--- config.mk ---
export PLATFORM = sky130hd
export DESIGN_NAME = mem_port_arbiter
export DESIGN_NICKNAME = d
export VERILOG_FILES = /design/src/rtl/mem_port_arbiter.sv
export SDC_FILE = /design/constraint.sdc
export NUM_CORES = 1
export LEC_CHECK = 0
export CELL_PAD_IN_SITES_DETAIL_PLACEMENT = 1
export CELL_PAD_IN_SITES_GLOBAL_PLACEMENT = 1
export CORE_UTILIZATION = 29
export CTS_CLUSTER_SIZE = 25
export DETAILED_ROUTE_END_ITERATION = 7
export PLACE_DENSITY = 0.86
export SYNTH_ARGS = -nofsm -noshare
export SYNTH_HDL_FRONTEND = slang
export SYNTH_SLANG_ARGS = --single-unit
export TNS_END_PERCENT = 1
--- constraint.sdc ---
create_clock -name clk -period 2.35 [get_ports clk]
set_input_delay 0.235 -clock clk [delete_from_list [all_inputs] [get_ports clk]]
set_output_delay 0.235 -clock clk [all_outputs]
set_load 0.02 [all_outputs]
--- src/rtl/mem_port_arbiter.sv ---
// Shares one single-ported backing memory between fetch and data requesters.
// Grants are registered: 1 cycle request-to-mem_req, and 1 cycle mem_ack-to-port ack.
module mem_port_arbiter #(
    parameter int ADDR_WIDTH   = 32,
    parameter int DATA_WIDTH   = 32,
    parameter int STARVE_LIMIT = 4
) (
    input  logic                  clk,
    input  logic                  rst,
    input  logic                  if_req,
    input  logic [ADDR_WIDTH-1:0] if_addr,
    output logic                  if_ack,
    output logic [DATA_WIDTH-1:0] if_rdata,
    input  logic                  flush,
    input  logic                  d_req,
    input  logic                  d_we,
    input  logic [ADDR_WIDTH-1:0] d_addr,
    input  logic [DATA_WIDTH-1:0] d_wdata,
    output logic                  d_ack,
    output logic [DATA_WIDTH-1:0] d_rdata,
    output logic                  stall_f,
    output logic                  stall_m,
    output logic                  mem_req,
    output logic                  mem_we,
    output logic [ADDR_WIDTH-1:0] mem_addr,
    output logic [DATA_WIDTH-1:0] mem_wdata,
    input  logic                  mem_ack,
    input  logic [DATA_WIDTH-1:0] mem_rdata
);

    localparam int SW = $clog2(STARVE_LIMIT + 1);
    localparam logic [SW-1:0] LIMIT = SW'(STARVE_LIMIT);

    localparam logic [1:0] S_IDLE    = 2'd0;
    localparam logic [1:0] S_BUSY_IF = 2'd1;
    localparam logic [1:0] S_BUSY_D  = 2'd2;

    logic [1:0]            r_state;
    logic [SW-1:0]         r_streak;
    logic                  r_drop;
    logic                  r_mem_we;
    logic [ADDR_WIDTH-1:0] r_mem_addr;
    logic [DATA_WIDTH-1:0] r_mem_wdata;
    logic                  r_if_ack;
    logic                  r_d_ack;
    logic [DATA_WIDTH-1:0] r_if_rdata;
    logic [DATA_WIDTH-1:0] r_d_rdata;

    logic w_if_elig;
    logic w_d_elig;
    logic w_grant_d;
    logic w_grant_if;

    // A port is masked in its own ack cycle so a held request is not re-granted.
    assign w_if_elig  = if_req & ~r_if_ack & ~flush;
    assign w_d_elig   = d_req & ~r_d_ack;
    assign w_grant_d  = w_d_elig & ~(w_if_elig & (r_streak == LIMIT));
    assign w_grant_if = w_if_elig & ~w_grant_d;

    always_ff @(posedge clk) begin
        if (rst) begin
            r_state     <= S_IDLE;
            r_streak    <= '0;
            r_drop      <= 1'b0;
            r_mem_we    <= 1'b0;
            r_mem_addr  <= '0;
            r_mem_wdata <= '0;
            r_if_ack    <= 1'b0;
            r_d_ack     <= 1'b0;
            r_if_rdata  <= '0;
            r_d_rdata   <= '0;
        end else begin
            r_if_ack <= 1'b0;
            r_d_ack  <= 1'b0;
            case (r_state)
                S_IDLE: begin
                    if (w_grant_d) begin
                        r_state     <= S_BUSY_D;
                        r_mem_addr  <= d_addr;
                        r_mem_we    <= d_we;
                        r_mem_wdata <= d_wdata;
                        if (w_if_elig)
                            r_streak <= r_streak + SW'(1);
                    end else if (w_grant_if) begin
                        r_state    <= S_BUSY_IF;
                        r_mem_addr <= if_addr;
                        r_mem_we   <= 1'b0;
                        r_streak   <= '0;
                    end
                end
                S_BUSY_IF: begin
                    if (flush)
                        r_drop <= 1'b1;
                    // A flush landing on the ack cycle still suppresses the result.
                    if (mem_ack) begin
                        r_state  <= S_IDLE;
                        r_mem_we <= 1'b0;
                        r_drop   <= 1'b0;
                        if (!r_drop && !flush) begin
                            r_if_ack   <= 1'b1;
                            r_if_rdata <= mem_rdata;
                        end
                    end
                end
                S_BUSY_D: begin
                    if (mem_ack) begin
                        r_state  <= S_IDLE;
                        r_mem_we <= 1'b0;
                        r_d_ack  <= 1'b1;
                        if (!r_mem_we)
                            r_d_rdata <= mem_rdata;
                    end
                end
                default: r_state <= S_IDLE;
            endcase
        end
    end

    assign mem_req   = (r_state != S_IDLE);
    assign mem_we    = r_mem_we;
    assign mem_addr  = r_mem_addr;
    assign mem_wdata = r_mem_wdata;
    assign if_ack    = r_if_ack;
    assign if_rdata  = r_if_rdata;
    assign d_ack     = r_d_ack;
    assign d_rdata   = r_d_rdata;
    assign stall_f   = ~rst & if_req & ~r_if_ack;
    assign stall_m   = ~rst & d_req & ~r_d_ack;

endmodule

==> summary.log <==
INFO  die            floorplan.initialDensity=0.300
INFO  cells_and_area area_growth=61.7%
INFO  route          wl_per_cell=16.8um
INFO  global_routing grt_start_max_net_pins=77
INFO  route          drcViolationCount=0
INFO  route          drt_iter0_drc=189
INFO  cells_and_area stdcell_count=1180
INFO  synth          mappedNetlistArea=5690um^2
INFO  cts            clock_pin_slew_on_the_worst_setup_and_hold_paths=0.05ns
INFO  power_and_ir_drop pwr-share-comb=0.211
INFO  timing         max_slew_margin=0.261
INFO  job            max_cap_violations=0
INFO  timing         fin_crit_sh=0.929
INFO  cts            cts_inserted_buffers=17
INFO  cts            clkLatencyLatePin=0.41ns
INFO  cells_and_area final_layout_size_suffix_gt1_frac=0.0707
INFO  timing         fin_setup_tns=0ns
INFO  cts            clkSinkCount=137
INFO  synth          ys_types=36
INFO  global_routing gr-usage-met3=0.0619
INFO  synth          syn-instance-count=668
INFO  route          drt_pass1_iterations=4
INFO  route          final_wirelength=19900um
INFO  synth          synthesis.yosys.warnings=0
INFO  placed_design  dp.cells=1151
INFO  power_and_ir_drop maximum_vdd_drop=0.474mV
INFO  timing         report.final.hold_viol_count=0
INFO  global_routing global_route.overflow_total=0
INFO  timing         post_route_skew=0.00722ns
INFO  cts            post_cts.repair.setup_buffers=0
INFO  route          detailroute.via_count=5681
INFO  cts            clk_root_buffer_cell=clkbuf_16
INFO  placed_design  placed_cell_area=8660um^2
INFO  cells_and_area top_library_cells_by_usage_in_the_layout_fill_and_taps_aside=clkdlybuf4s50_1 (267), nand2_1 (198), dfxtp_1 (137)
INFO  die            fp.dieH=142um
INFO  worst_setup_path worstSetupPathType=flop to output port
INFO  global_routing grt_antenna_before_repair=0
INFO  worst_setup_path arrival=1.95ns
INFO  cts            cts_hold_repair.buffers=0
INFO  power_and_ir_drop total_power_density_per_cell_area=700nW/um^2
INFO  worst_setup_path start_kind=flop
INFO  synth          syn-mean-instance-area=8.51um^2
INFO  cells_and_area layout.nets=1051
INFO  die            chip_width=142um
INFO  placed_design  io_buffer_count=268
INFO  timing         max_freq=0.458GHz
INFO  cts            tritoncts=yes
INFO  cts            ctsResizeCount=0
INFO  global_routing grt.total_usage=0.198
INFO  global_routing grt_use_met2=0.351
INFO  power_and_ir_drop p_sw=0.00174W
INFO  placed_design  gp_congestion=0.751
INFO  cells_and_area antenna_cells_inserted=0
INFO  cells_and_area final_common_cell=clkdlybuf4s50_1
INFO  power_and_ir_drop power.share.sequential=0.398
INFO  hold_path      hp-class=input pin to flop
INFO  power_and_ir_drop p_leak=3.30nW
INFO  global_routing grt_pass1_vias=5977
INFO  die            die-area=20200um^2
INFO  power_and_ir_drop power.clock.fraction=0.390
INFO  worst_setup_path worstPathMaxFanout=5
INFO  power_and_ir_drop total_power=0.00644W
INFO  timing         final-max-slew-violation-count=0
INFO  synth          synthTopCellsByArea=dfxtp_1 (48%), nand2_1 (13%), mux2i_1 (5.8%)
INFO  timing         grt_setup_unrepaired=false
INFO  global_routing first_pass_grt_wire_length=31100um
INFO  synth          synth_top_area_frac=0.482
INFO  worst_setup_path worst-endpoint-required=2.12ns
INFO  synth          mappedNetlistNets=809
INFO  route          detail-route-antenna-nets=0
INFO  timing         finalCriticalPeriod=2.18ns
INFO  die            ios=269
INFO  synth          seq_area_frac_synth=0.482
INFO  synth          yosys_register_bits=137
INFO  placed_design  hpwl=14000um
INFO  worst_setup_path critPathCaptureType=output port
INFO  power_and_ir_drop netSwitchingFraction=0.271
INFO  timing         fin_ws=0.167ns
INFO  cells_and_area post-route-cell-area=9200um^2
INFO  die            core.rowCount=50
INFO  die            core-area=19000um^2
INFO  timing         setup_viol=0
INFO  global_routing global_route.peak_usage_layer=met2
INFO  timing         worstMarginPinSlew=1.11ns
INFO  power_and_ir_drop cellInternalPower=0.00470W
INFO  route          via_per_inst=4.81
INFO  placed_design  dp_slack=0.0123ns
INFO  cts            clock_path_buffers=2
INFO  cts            h-tree-depth=4
INFO  synth          synthDominantAreaCellType=dfxtp_1
INFO  global_routing globalRouteMet1Util=0.218
INFO  outcome        status=complete, no violations
==> final cells by class <==
class | count | area, um^2
repair buffers | 284 | 2860
inverters | 39 | 146
fillers | 2184 | 9760
well taps | 260 | 325
multi-input cells | 431 | 2580
clock inverters | 9 | 104
clock buffers | 20 | 437
flip-flops and latches | 137 | 2740
==> registers in the layout, indices dropped and copies added, names as in the netlist <==
register	flops
mem_wdata	32
r_drop	1
d_ack	1
if_ack	1
r_state	2
d_rdata	32
r_streak	3
if_rdata	32
mem_we	1
mem_addr	32
==> per-stage QoR <==
step / hold slack [ns] / utilization
floorplan: 0.332 / -
global placement: 0.441 / 0.457
detailed placement: 0.448 / 0.457
CTS: 0.314 / 0.485
global route: 0.355 / 0.485
finish: 0.331 / 0.485
==> per-layer routing <==
metal  vias to the layer above  share of wire  wire (um)
li1                       2753              -          -
met1                      2704           0.40       7970
met2                       192           0.49       9790
met3                        32          0.081       1600
met4                         0          0.026        513
met5                         -              0          0
==> power by group through the flow <==
stage               registers [W]  clock network (W)  logic, W
finish                    0.00257            0.00251   0.00136
global route              0.00258            0.00268   0.00146
CTS                       0.00257            0.00259   0.00138
detailed placement        0.00262                  0   0.00137
global placement          0.00261                  0   0.00135
floorplan                 0.00279                  0  0.000491
==> synth_stat cells, drive strengths merged <==
cell type  instances
a2111oi           32
nor4bb             2
nand2b             1
o21a               1
dfxtp            137
o22ai              1
and3b              2
nand3b             1
mux2i             33
nand2            198
nand3              2
a311oi             1
nor3b              1
nor2               3
o2111ai            2
nand4bb            2
a21oi             65
buf               12
clkbuf            49
nor3              33
and3               1
o2bb2ai            2
nor2b              3
a31oi              2
or4                1
or3b               1
ha                 6
o21ai              1
o32ai              1
a211oi            33
inv               39
==> kinds of logic after synthesis <==
group / count (synthesis) / share of synthesized area
compound gates: 141 / 0.190
fa+ha+maj: 6 / 0.0132
flops: 137 / 0.482
mux: 33 / 0.0581
buf+inv: 100 / 0.0713
simple gates: 251 / 0.185
==> final timing paths <==
path / start / to / slack, ns / cells past startpoint
hold / removal: rst / r_streak[2] / 0.33 / 2
setup / recovery: r_state[0] / mem_req / 0.17 / 5
setup reg to reg: r_state[0] / mem_wdata[1] / 0.24 / 6
hold reg to reg: d_rdata[23] / d_rdata[23] / 0.45 / 2
==> worst max-delay path, stage by stage, from the launching register on <==
cell             delay (ns)
dfxtp_1                0.38
inv_1                  0.09
ha_1                   0.22
buf_4                  0.16
inv_1                  0.05
clkdlybuf4s50_1        0.63
(Power assumes the default switching activity.)
